File: config.mk
export PLATFORM = sky130hd
export DESIGN_NAME = serial_sub_ctrl
export DESIGN_NICKNAME = d
export VERILOG_FILES = /design/src/rtl/serial_sub_ctrl.sv
export SDC_FILE = /design/constraint.sdc
export NUM_CORES = 1
export LEC_CHECK = 0
export CORE_ASPECT_RATIO = 1.75
export CORE_UTILIZATION = 54
export DETAILED_ROUTE_END_ITERATION = 16
export PLACE_DENSITY_LB_ADDON = 0.1
export SLEW_MARGIN = 40
export SYNTH_ARGS = -nofsm -noshare
export SYNTH_HDL_FRONTEND = slang
export SYNTH_SLANG_ARGS = --single-unit
export TNS_END_PERCENT = 20
File: constraint.sdc
create_clock -name clk -period 3.9 [get_ports clk]
set_clock_uncertainty 0.2 [all_clocks]
set_input_delay 0.78 -clock clk [delete_from_list [all_inputs] [get_ports clk]]
set_output_delay 0.78 -clock clk [all_outputs]
set_load 0.02 [all_outputs]
File: src/rtl/serial_sub_ctrl.sv
// Bit-serial subtractor: a_in - b_in - bin, one bit per cycle, LSB first,
// using a single full-subtractor cell under a three-state controller.
module serial_sub_ctrl #(
  parameter int unsigned WIDTH = 8
) (
  input  logic             clk,
  input  logic             rst,
  input  logic             start,
  input  logic [WIDTH-1:0] a_in,
  input  logic [WIDTH-1:0] b_in,
  input  logic             bin,
  output logic             busy,
  output logic             done,
  output logic [WIDTH-1:0] diff_out,
  output logic             bout
);

  localparam int unsigned CNT_W = (WIDTH > 1) ? $clog2(WIDTH) : 1;
  localparam logic [CNT_W-1:0] LAST_BIT = CNT_W'(WIDTH - 1);

  typedef enum logic [1:0] {
    IDLE  = 2'd0,
    SHIFT = 2'd1,
    DONE  = 2'd2
  } state_t;

  state_t           state;
  state_t           state_nxt;
  logic             load_op;
  logic             step;
  logic             finish;

  logic [WIDTH-1:0] a_sr;
  logic [WIDTH-1:0] b_sr;
  logic [WIDTH-1:0] res_sr;
  logic             borrow;
  logic [CNT_W-1:0] cnt;

  logic             cell_diff;
  logic             cell_br;

  fullsubtractor u_cell (
    .a    (a_sr[0]),
    .b    (b_sr[0]),
    .c    (borrow),
    .diff (cell_diff),
    .br   (cell_br)
  );

  // Next-state and datapath strobes
  always_comb begin
    state_nxt = state;
    load_op   = 1'b0;
    step      = 1'b0;
    finish    = 1'b0;
    case (state)
      IDLE: begin
        if (start) begin
          state_nxt = SHIFT;
          load_op   = 1'b1;
        end
      end
      SHIFT: begin
        step = 1'b1;
        if (cnt == LAST_BIT) begin
          finish    = 1'b1;
          state_nxt = DONE;
        end
      end
      DONE: begin
        state_nxt = IDLE;
      end
      default: begin
        state_nxt = IDLE;
      end
    endcase
  end

  // State register; busy/done registered from the upcoming state
  always_ff @(posedge clk) begin
    if (rst) begin
      state <= IDLE;
      busy  <= 1'b0;
      done  <= 1'b0;
    end else begin
      state <= state_nxt;
      busy  <= (state_nxt != IDLE);
      done  <= (state_nxt == DONE);
    end
  end

  // Operand/result shifting; outputs only move on the final bit
  always_ff @(posedge clk) begin
    if (rst) begin
      a_sr     <= '0;
      b_sr     <= '0;
      res_sr   <= '0;
      borrow   <= 1'b0;
      cnt      <= '0;
      diff_out <= '0;
      bout     <= 1'b0;
    end else begin
      if (load_op) begin
        a_sr   <= a_in;
        b_sr   <= b_in;
        borrow <= bin;
        cnt    <= '0;
      end else if (step) begin
        a_sr   <= a_sr >> 1;
        b_sr   <= b_sr >> 1;
        borrow <= cell_br;
        res_sr <= WIDTH'({cell_diff, res_sr} >> 1);
        cnt    <= cnt + CNT_W'(1);
      end
      if (finish) begin
        diff_out <= WIDTH'({cell_diff, res_sr} >> 1);
        bout     <= cell_br;
      end
    end
  end

endmodule

// One-bit full subtractor: diff = a - b - c, br = borrow out.
module fullsubtractor (
  input  logic a,
  input  logic b,
  input  logic c,
  output logic diff,
  output logic br
);
  assign diff = a ^ b ^ c;
  assign br   = (~a & b) | (~(a ^ b) & c);
endmodule

# After elaboration in Yosys (flattened, before gate mapping)
# Cells that the tools add are included.
totals:
  reg_bits: 41
  inputBits: 20
  out_inout_bits: 11
  elab_cells: 41
classes:
  n_addsub: 1
  eq_ne: 3
  muxes: 14
  n_bitwise: 8
  reduce_logical: 5
ops:
  columns: ["operator", "n"]
  rows:
  - ["8-bit 2-to-1 mux", 4]
  - ["1-bit 2-to-1 mux", 7]
  - ["2-bit 2-to-1 mux", 2]
  - ["2-bit one-hot mux with 2 select lines", 1]
  - ["2-bit nonzero test", 2]
  - ["3-bit by 1-bit adder with 3-bit output, second input constant", 1]
  - ["3-bit == test, second input constant", 1]
  - ["1-bit inverter", 3]
  - ["1-bit AND", 2]
  - ["2-bit by 1-bit == test with 1-bit output, second input constant", 1]
  - ["2-bit == test, second input constant", 1]
  - ["2-bit zero test", 1]
  - ["2-bit AND reduction", 1]
  - ["2-bit OR reduction", 1]
  - ["1-bit bitwise XOR", 2]
  - ["1-bit OR", 1]

# Depth between registers and ports, before layout
# Gate-level depths: netlist (run 1).
depth:
  ltp_word: 6
  depth_mapped: 6
  ltp_nobuf: 5

# Modules after synthesis
# Synthesis (run 1) repeated with hierarchy kept, for this count alone.
hier_totals:
  cells_unflattened: 174
  hier_area_um2: 1622.8
by_module_without_submodules:
  columns: ["module", "n_inst", "cells_per_inst", "area_each_um2", "seq_area_each_um2"]
  rows:
  - ["serial_sub_ctrl", 1, 170, 1591.5, 800.8]
  - ["fullsubtractor", 1, 4, 31.3, 0.0]

# Worst setup path after synthesis (run 1)
# OpenSTA, ideal clock, no wires.
synth_timing:
  path_kind: "input -> register"
  from: "in start"
  to: "reg a_sr[0]"
  t_arrival_ps: 1377
  required_ps: 3581
  slack_ps: 2204
  cell_stages: 4
  cell_sequence: "nor2_1 > nor2_2 > buf_2 > o221a_2"
synth_between:
  elab_chain_cells: 3
  elab_cells_between_ends: 4
  classes_between: "mux: 3; reduce/logical: 1"
synth_rtl:
  columns: ["element", "line_no", "text"]
  rows:
  - ["start, declared", "8", "input logic start,"]
  - ["1-bit 2-to-1 mux *", "58", "if (start) begin"]
  - ["1-bit 2-to-1 mux *", "56", "case (state)"]
  - ["8-bit 2-to-1 mux or 2-bit nonzero test (tied branches)", null, null]
  - ["end signal, assigned", "104", "a_sr <= a_in;"]
  - ["end signal, assigned", "109", "a_sr <= a_sr >> 1;"]
  - ["end, declared", "33", "logic [WIDTH-1:0] a_sr;"]
# Mark *: on every way between the ends. The rest lies on a longest branch, timed or not.
# A chain may end at the register's enable or synchronous reset.

# Worst setup path in the final report (run 1)
layout_timing:
  from: "reg diff_out[7]"
  to: "out diff_out[7]"
layout_lines:
  columns: ["element", "line_no", "text"]
  rows:
  - ["start, declared", "14", "output logic [WIDTH-1:0] diff_out,"]
  - ["start signal, assigned", "116", "diff_out <= WIDTH'({cell_diff, res_sr} >> 1);"]
# No word-level cell between the ends.

==> impl_metrics.ini, run 1 <==
[status]
status = finished clean

[detailed_routing]
via_per_inst = 5.865
drc = 0
num_vias = 1308
ant_nets = 0
wire_per_inst_um = 14.24
drtIter0Drc = 46
routed_wl_um = 3176
drtPass1Iterations = 4

[synthesis]
synth_area_um2 = 1590
yosysSeqAreaShare_pct = 50.35
synth_flop_cell = dfxtp_1
synthCells = 169
avgSynthCellArea_um2 = 9.410
synth_cell_types = 25
yosys.area.top_type = dfxtp_1
synth_edf_count = 0
async_flop_share_pct = 0
synth_most_common_cell = dfxtp_1
synth.area.top_cells = dfxtp_1 (50%), o221a_2 (11%), a21oi_1 (9.1%), nand2_1 (4.7%), inv_1 (3.8%)
syn-num-nets = 192
yosys-top-cells-count = dfxtp_1 (40), a21oi_1 (29), nand2_1 (20), inv_1 (16), o221a_2 (15)
synth_seq_cells = 40
yosysWarnings = 0
synth_top_area_share_pct = 50.35

[worst_setup_path]
worst_path_max_delay_cell = clkdlybuf4s50_1
cp_num_buf_inv = 1
critical_path_class = flip-flop to primary output
max_stage_delay_ns = 0.61
crit_arrival_ns = 1.24
reg2reg_slack_ns = 1.99
critical_path.top_delay_family = buffers and inverters
cp_max_fo = 2
crit_path_cell_trace = clkdlybuf4s50_1
endpoint_kind = primary output
critPathRequiredTime_ns = 2.92
startpoint_type = flip-flop

[timing]
setup_violations = 0
whs_ns = 0.2589
worst_pin_slew_ns = 0.7223
max_freq_mhz = 450.9
setup_tns_ns = 0
setup_ws_ns = 1.682
slew_headroom_pct = 51.75
fin_crit_sh_pct = 56.86
period_needed_ns = 2.218
hold_viol = 0
grt_setup_unrepaired = no
drv_slew = 0

[die]
rows = 25
io_pins = 31
initial_core_util_pct = 57.77
core_um2 = 2753
dieArea_um2 = 3174
die_x_um = 43.02
die_h_um = 73.79

[power]
power_density_nw_per_um2 = 454.2
p_sw_share_pct = 21.71
max-vdd-ir-drop_mv = 0.3963
p_leak_nw = 0.7435
clkPwrFrac_pct = 40.8
p_switching_w = 0.0001939
intPower_w = 0.0006995
combPwrFrac_pct = 9.8
pwr-share-seq_pct = 49.4

[clock_network]
root_buffer = clkbuf_8
cts.repair.resized = 0
path_clk_slew_ns = 0.07
post_cts_buffers = 0
h-tree-depth = 2
cts_tree = yes
cts_buffer_depth = 2
clock-sinks = 40
numCtsBuffers = 5
clk_latency_ns = 0.28
holdBufCountCts = 0

[cells_and_area]
nFillCells = 223
final_cells = 223
drive_above_1_share_pct = 13.78
nNetsFinal = 218
syn_to_final_growth_pct = 23.68
final_area_um2 = 1967
antenna_cells = 0

[place]
placed_cells = 215
pre_cts_ws_ns = 1.475
gp_congestion = 0.7415
hpwl_um = 2151
portBuffers = 30
dpl_cell_area_um2 = 1841

[global_routing]
first_global_vias = 1241
grt_max_degree = 41
grt_use_total_pct = 21.32
grt_pass1_wl_um = 5119
antenna_found_initial = 0
grt.overflow.total = 0

[min_path]
worst_hold_path_type = flip-flop to flip-flop

[run]
max_cap_viol_count = 0
==> power by group through the flow <==
stage	Sequential [W]	Combinational [W]	Clock, W
finish	0.000441	0.0000877	0.000364
global route	0.000444	0.0000973	0.000382
CTS	0.000441	0.0000882	0.000370
detailed placement	0.000451	0.0000876	0
global placement	0.000449	0.0000840	0
floorplan	0.000447	0.0000646	0
==> metal layers <==
layer  up-vias  wire (um)  part of all wire [%]  global-route usage (%)
li1        638          -                     -                       -
met1       632       1193                    38                   21.55
met2        34       1823                    57                   40.74
met3         4        125                   3.9                   5.160
met4         0         34                   1.1                   8.081
met5         -          0                     0                       0
==> worst reg2reg max path: cells and delay by family (launching register included) <==
kind	cells	cell delay [ns]
AOI/OAI and AO/OA	2	0.44
and+or+nand+nor	1	0.68
DFF	1	0.50
==> layout by cell type, fill, tap and decap left out, types with 2 or more instances in the layout <==
cell type,synthesis,routed
dfxtp_1,40,40
clkdlybuf4s50_1,0,30
a21oi_1,29,29
nand2_1,20,20
inv_1,16,16
o221a_2,15,15
nor2_1,12,12
nand3_1,7,7
clkbuf_8,0,7
a22oi_1,4,4
a211oi_1,3,3
ha_1,2,2
==> through the flow <==
stage | total power, W | util (%)
after floorplan | 0.0005114 | -
after detailed placement | 0.0005381 | 66.86
after global placement | 0.0005335 | 66.86
after global routing | 0.0009235 | 71.45
final | 0.0008935 | 71.45
after CTS | 0.0008997 | 71.45
==> final timing paths <==
| path | startpoint | end | cells after the start |
|---|---|---|---|
| setup / recovery | diff_out[7] | diff_out[7] | 1 |
| hold / removal | diff_out[3] | diff_out[3] | 2 |
| setup reg to reg | state[0] | diff_out[7] | 3 |
| hold reg to reg | diff_out[3] | diff_out[3] | 2 |
==> cells by family (layout without fill, tap and decap cells) <==
logic type,Yosys count,in the layout,synth area share (%)
muxes,1,1,0.6295
buffers and inverters,28,55,9.520
adders and majority gates,3,3,2.832
and+or+nand+nor,44,44,12.59
AOI/OAI and AO/OA,53,53,24.08
DFF,40,40,50.35
==> cell type report <==
cell class | count | area [um2] | share of cell area, %
flip-flops and latches | 40 | 800.8 | 40.71
multi-input cells | 101 | 638.1 | 32.44
inverters | 16 | 60.06 | 3.053
well taps | 27 | 33.78 | 1.718
repair buffers | 31 | 307.8 | 15.65
clock buffers | 7 | 96.34 | 4.898
clock inverters | 1 | 30.03 | 1.527
==> sequential cells by signal (all words and copies together), names as in the netlist <==
signal	flops
cnt	3
busy	1
done	1
diff_out	8
bout	1
b_sr	8
borrow	1
res_sr	7
a_sr	8
state	2
Note: power is estimated with default switching activity, not from simulation.
==> run 2: changes to the inputs <==
--- a/config.mk
+++ b/config.mk
@@ -6,7 +6,7 @@
 export NUM_CORES = 1
 export LEC_CHECK = 0
 export CORE_ASPECT_RATIO = 1.75
-export CORE_UTILIZATION = 54
+export CORE_UTILIZATION = 50
 export DETAILED_ROUTE_END_ITERATION = 16
 export PLACE_DENSITY_LB_ADDON = 0.1
 export SLEW_MARGIN = 40
==> constraint.sdc (replaced) <==
create_clock -name clk -period 2.3 [get_ports clk]
set_clock_uncertainty 0.2 [all_clocks]
set_input_delay 0.46 -clock clk [delete_from_list [all_inputs] [get_ports clk]]
set_output_delay 0.46 -clock clk [all_outputs]
set_load 0.02 [all_outputs]
==> run 2 against run 1 <==
Net effect:
- count of clock-buffer cells in the layout decreased by 1
- critical path depth unchanged
- wire length is 4.6% lower
- sequential power up 70%
- critical endpoint unchanged
- largest cell class unchanged
==> impl_metrics.ini, run 2 (synthesis gave the netlist of run 1 again) <==
[status]
status = finished clean

[worst_setup_path]
max_stage_delay_ns = 0.60
critical_path.top_delay_family = buffers and inverters
crit_arrival_ns = 1.23
r2r_start = cnt[0]
cp_max_fo = 2
cp_num_buf_inv = 1
crit_path_cell_trace = clkdlybuf4s50_1
endpoint_kind = primary output
critical_path_class = flip-flop to primary output
worst_path_max_delay_cell = clkdlybuf4s50_1
startpoint_type = flip-flop
startpoint = diff_out[7]
critPathRequiredTime_ns = 1.64

[power]
p_switching_w = 0.0003294
power_density_nw_per_um2 = 695.8
intPower_w = 0.001048
combPwrFrac_pct = 11.2
max-vdd-ir-drop_mv = 0.4554
p_leak_nw = 0.7446
p_sw_share_pct = 23.92
clkPwrFrac_pct = 34.5
pwr-share-seq_pct = 54.3
power_w = 0.001377

[global_routing]
grt_max_degree = 41
grt_pass1_wl_um = 5085
first_global_vias = 1175
antenna_found_initial = 0
grt_use_total_pct = 19.85
grt.overflow.total = 0

[run]
max_cap_viol_count = 0

[timing]
worst_pin_slew_ns = 0.6374
hold_viol = 0
setup_violations = 0
max_freq_mhz = 528.8
slew_headroom_pct = 57.46
grt_setup_unrepaired = no
fin_crit_sh_pct = 82.23
period_needed_ns = 1.891
setup_tns_ns = 0
drv_slew = 0

[detailed_routing]
wire_per_inst_um = 12.63
routed_wl_um = 3030
drtPass1Iterations = 4
num_vias = 1267
drc = 0
drtIter0Drc = 59
ant_nets = 0
via_per_inst = 5.279

[cells_and_area]
final_common_cell = dfxtp_1
final_util_pct = 66.86
final_cell_mix = dfxtp_1 (40), clkdlybuf4s50_1 (30), a21oi_1 (29), nand2_1 (20), inv_1 (16)
nNetsFinal = 220
reg_top3 = a_sr (8), b_sr (8), diff_out (8)
drive_above_1_share_pct = 14.65
syn_to_final_growth_pct = 24.47
antenna_cells = 0

[place]
gp_congestion = 0.7895
hpwl_um = 2106
portBuffers = 30

[clock_network]
clock-sinks = 40
cts_tree = yes
numCtsBuffers = 5
root_buffer = clkbuf_8
cts.repair.resized = 0
path_clk_slew_ns = 0.07
cts_buffer_depth = 2
holdBufCountCts = 0
h-tree-depth = 2
clk_latency_ns = 0.29
post_cts_buffers = 0

[die]
dieArea_um2 = 3419
initial_core_util_pct = 53.72
core_um2 = 2960
io_pins = 31
rows = 26
die_h_um = 76.61
die_x_um = 44.63

[min_path]
worst_hold_path_type = flip-flop to flip-flop
hold_start = diff_out[5]
## run 2: changes by cell type in the layout (fill, tap and decap cells not counted), sizes merged
cell and change:
clkinv +2, bufinv -1, clkbuf -1, buf +2
## run 2: path summary, 6_finish.rpt
| kind | end | slack, ns | cells past startpoint |
|---|---|---|---|
| setup / recovery | diff_out[7] | 0.41 | 1 |
| hold / removal | diff_out[5] | 0.26 | 2 |
| setup reg to reg | bout | 0.53 | 5 |
| hold reg to reg | diff_out[5] | 0.26 | 2 |
## run 2: routing by layer
| layer | wire, um | track usage [%] |
|---|---|---|
| met5 | 0 | 0 |
| met3 | 98 | 4.265 |
| met4 | 47 | 9.091 |
| met1 | 1273 | 23.52 |
| met2 | 1611 | 32.79 |
## run 2: cell type report
class                      instances  area, um2
timing repair buffer              33      335.3
clock buffer                       6      82.58
clock inverter                     2      10.01
inverter                          16      60.06
sequential                        40      800.8
fill                             262      980.9
tap                               42      52.55
multi-input combinational        101      638.1
## run 2: per-stage QoR
stage                     area (um2)  setup slack [ns]  hold slack (ns)  instances
after floorplan                 1590            0.7962           0.2366        169
after global placement          1887            0.2619           0.2428        232
after detailed placement        1887            0.2073           0.2467        232
after CTS                       1979            0.4012           0.2571        240
after global routing            1979            0.3512           0.2821        240
final                           1979            0.4088           0.2550        240
## run 2: power groups by stage
stage / clock [W] / sequential (W) / combinational [W]
floorplan: 0 / 0.000758 / 0.000110
global placement: 0 / 0.000762 / 0.000150
detailed placement: 0 / 0.000762 / 0.000156
CTS: 0.000483 / 0.000747 / 0.000156
global route: 0.000516 / 0.000752 / 0.000171
finish: 0.000475 / 0.000748 / 0.000154
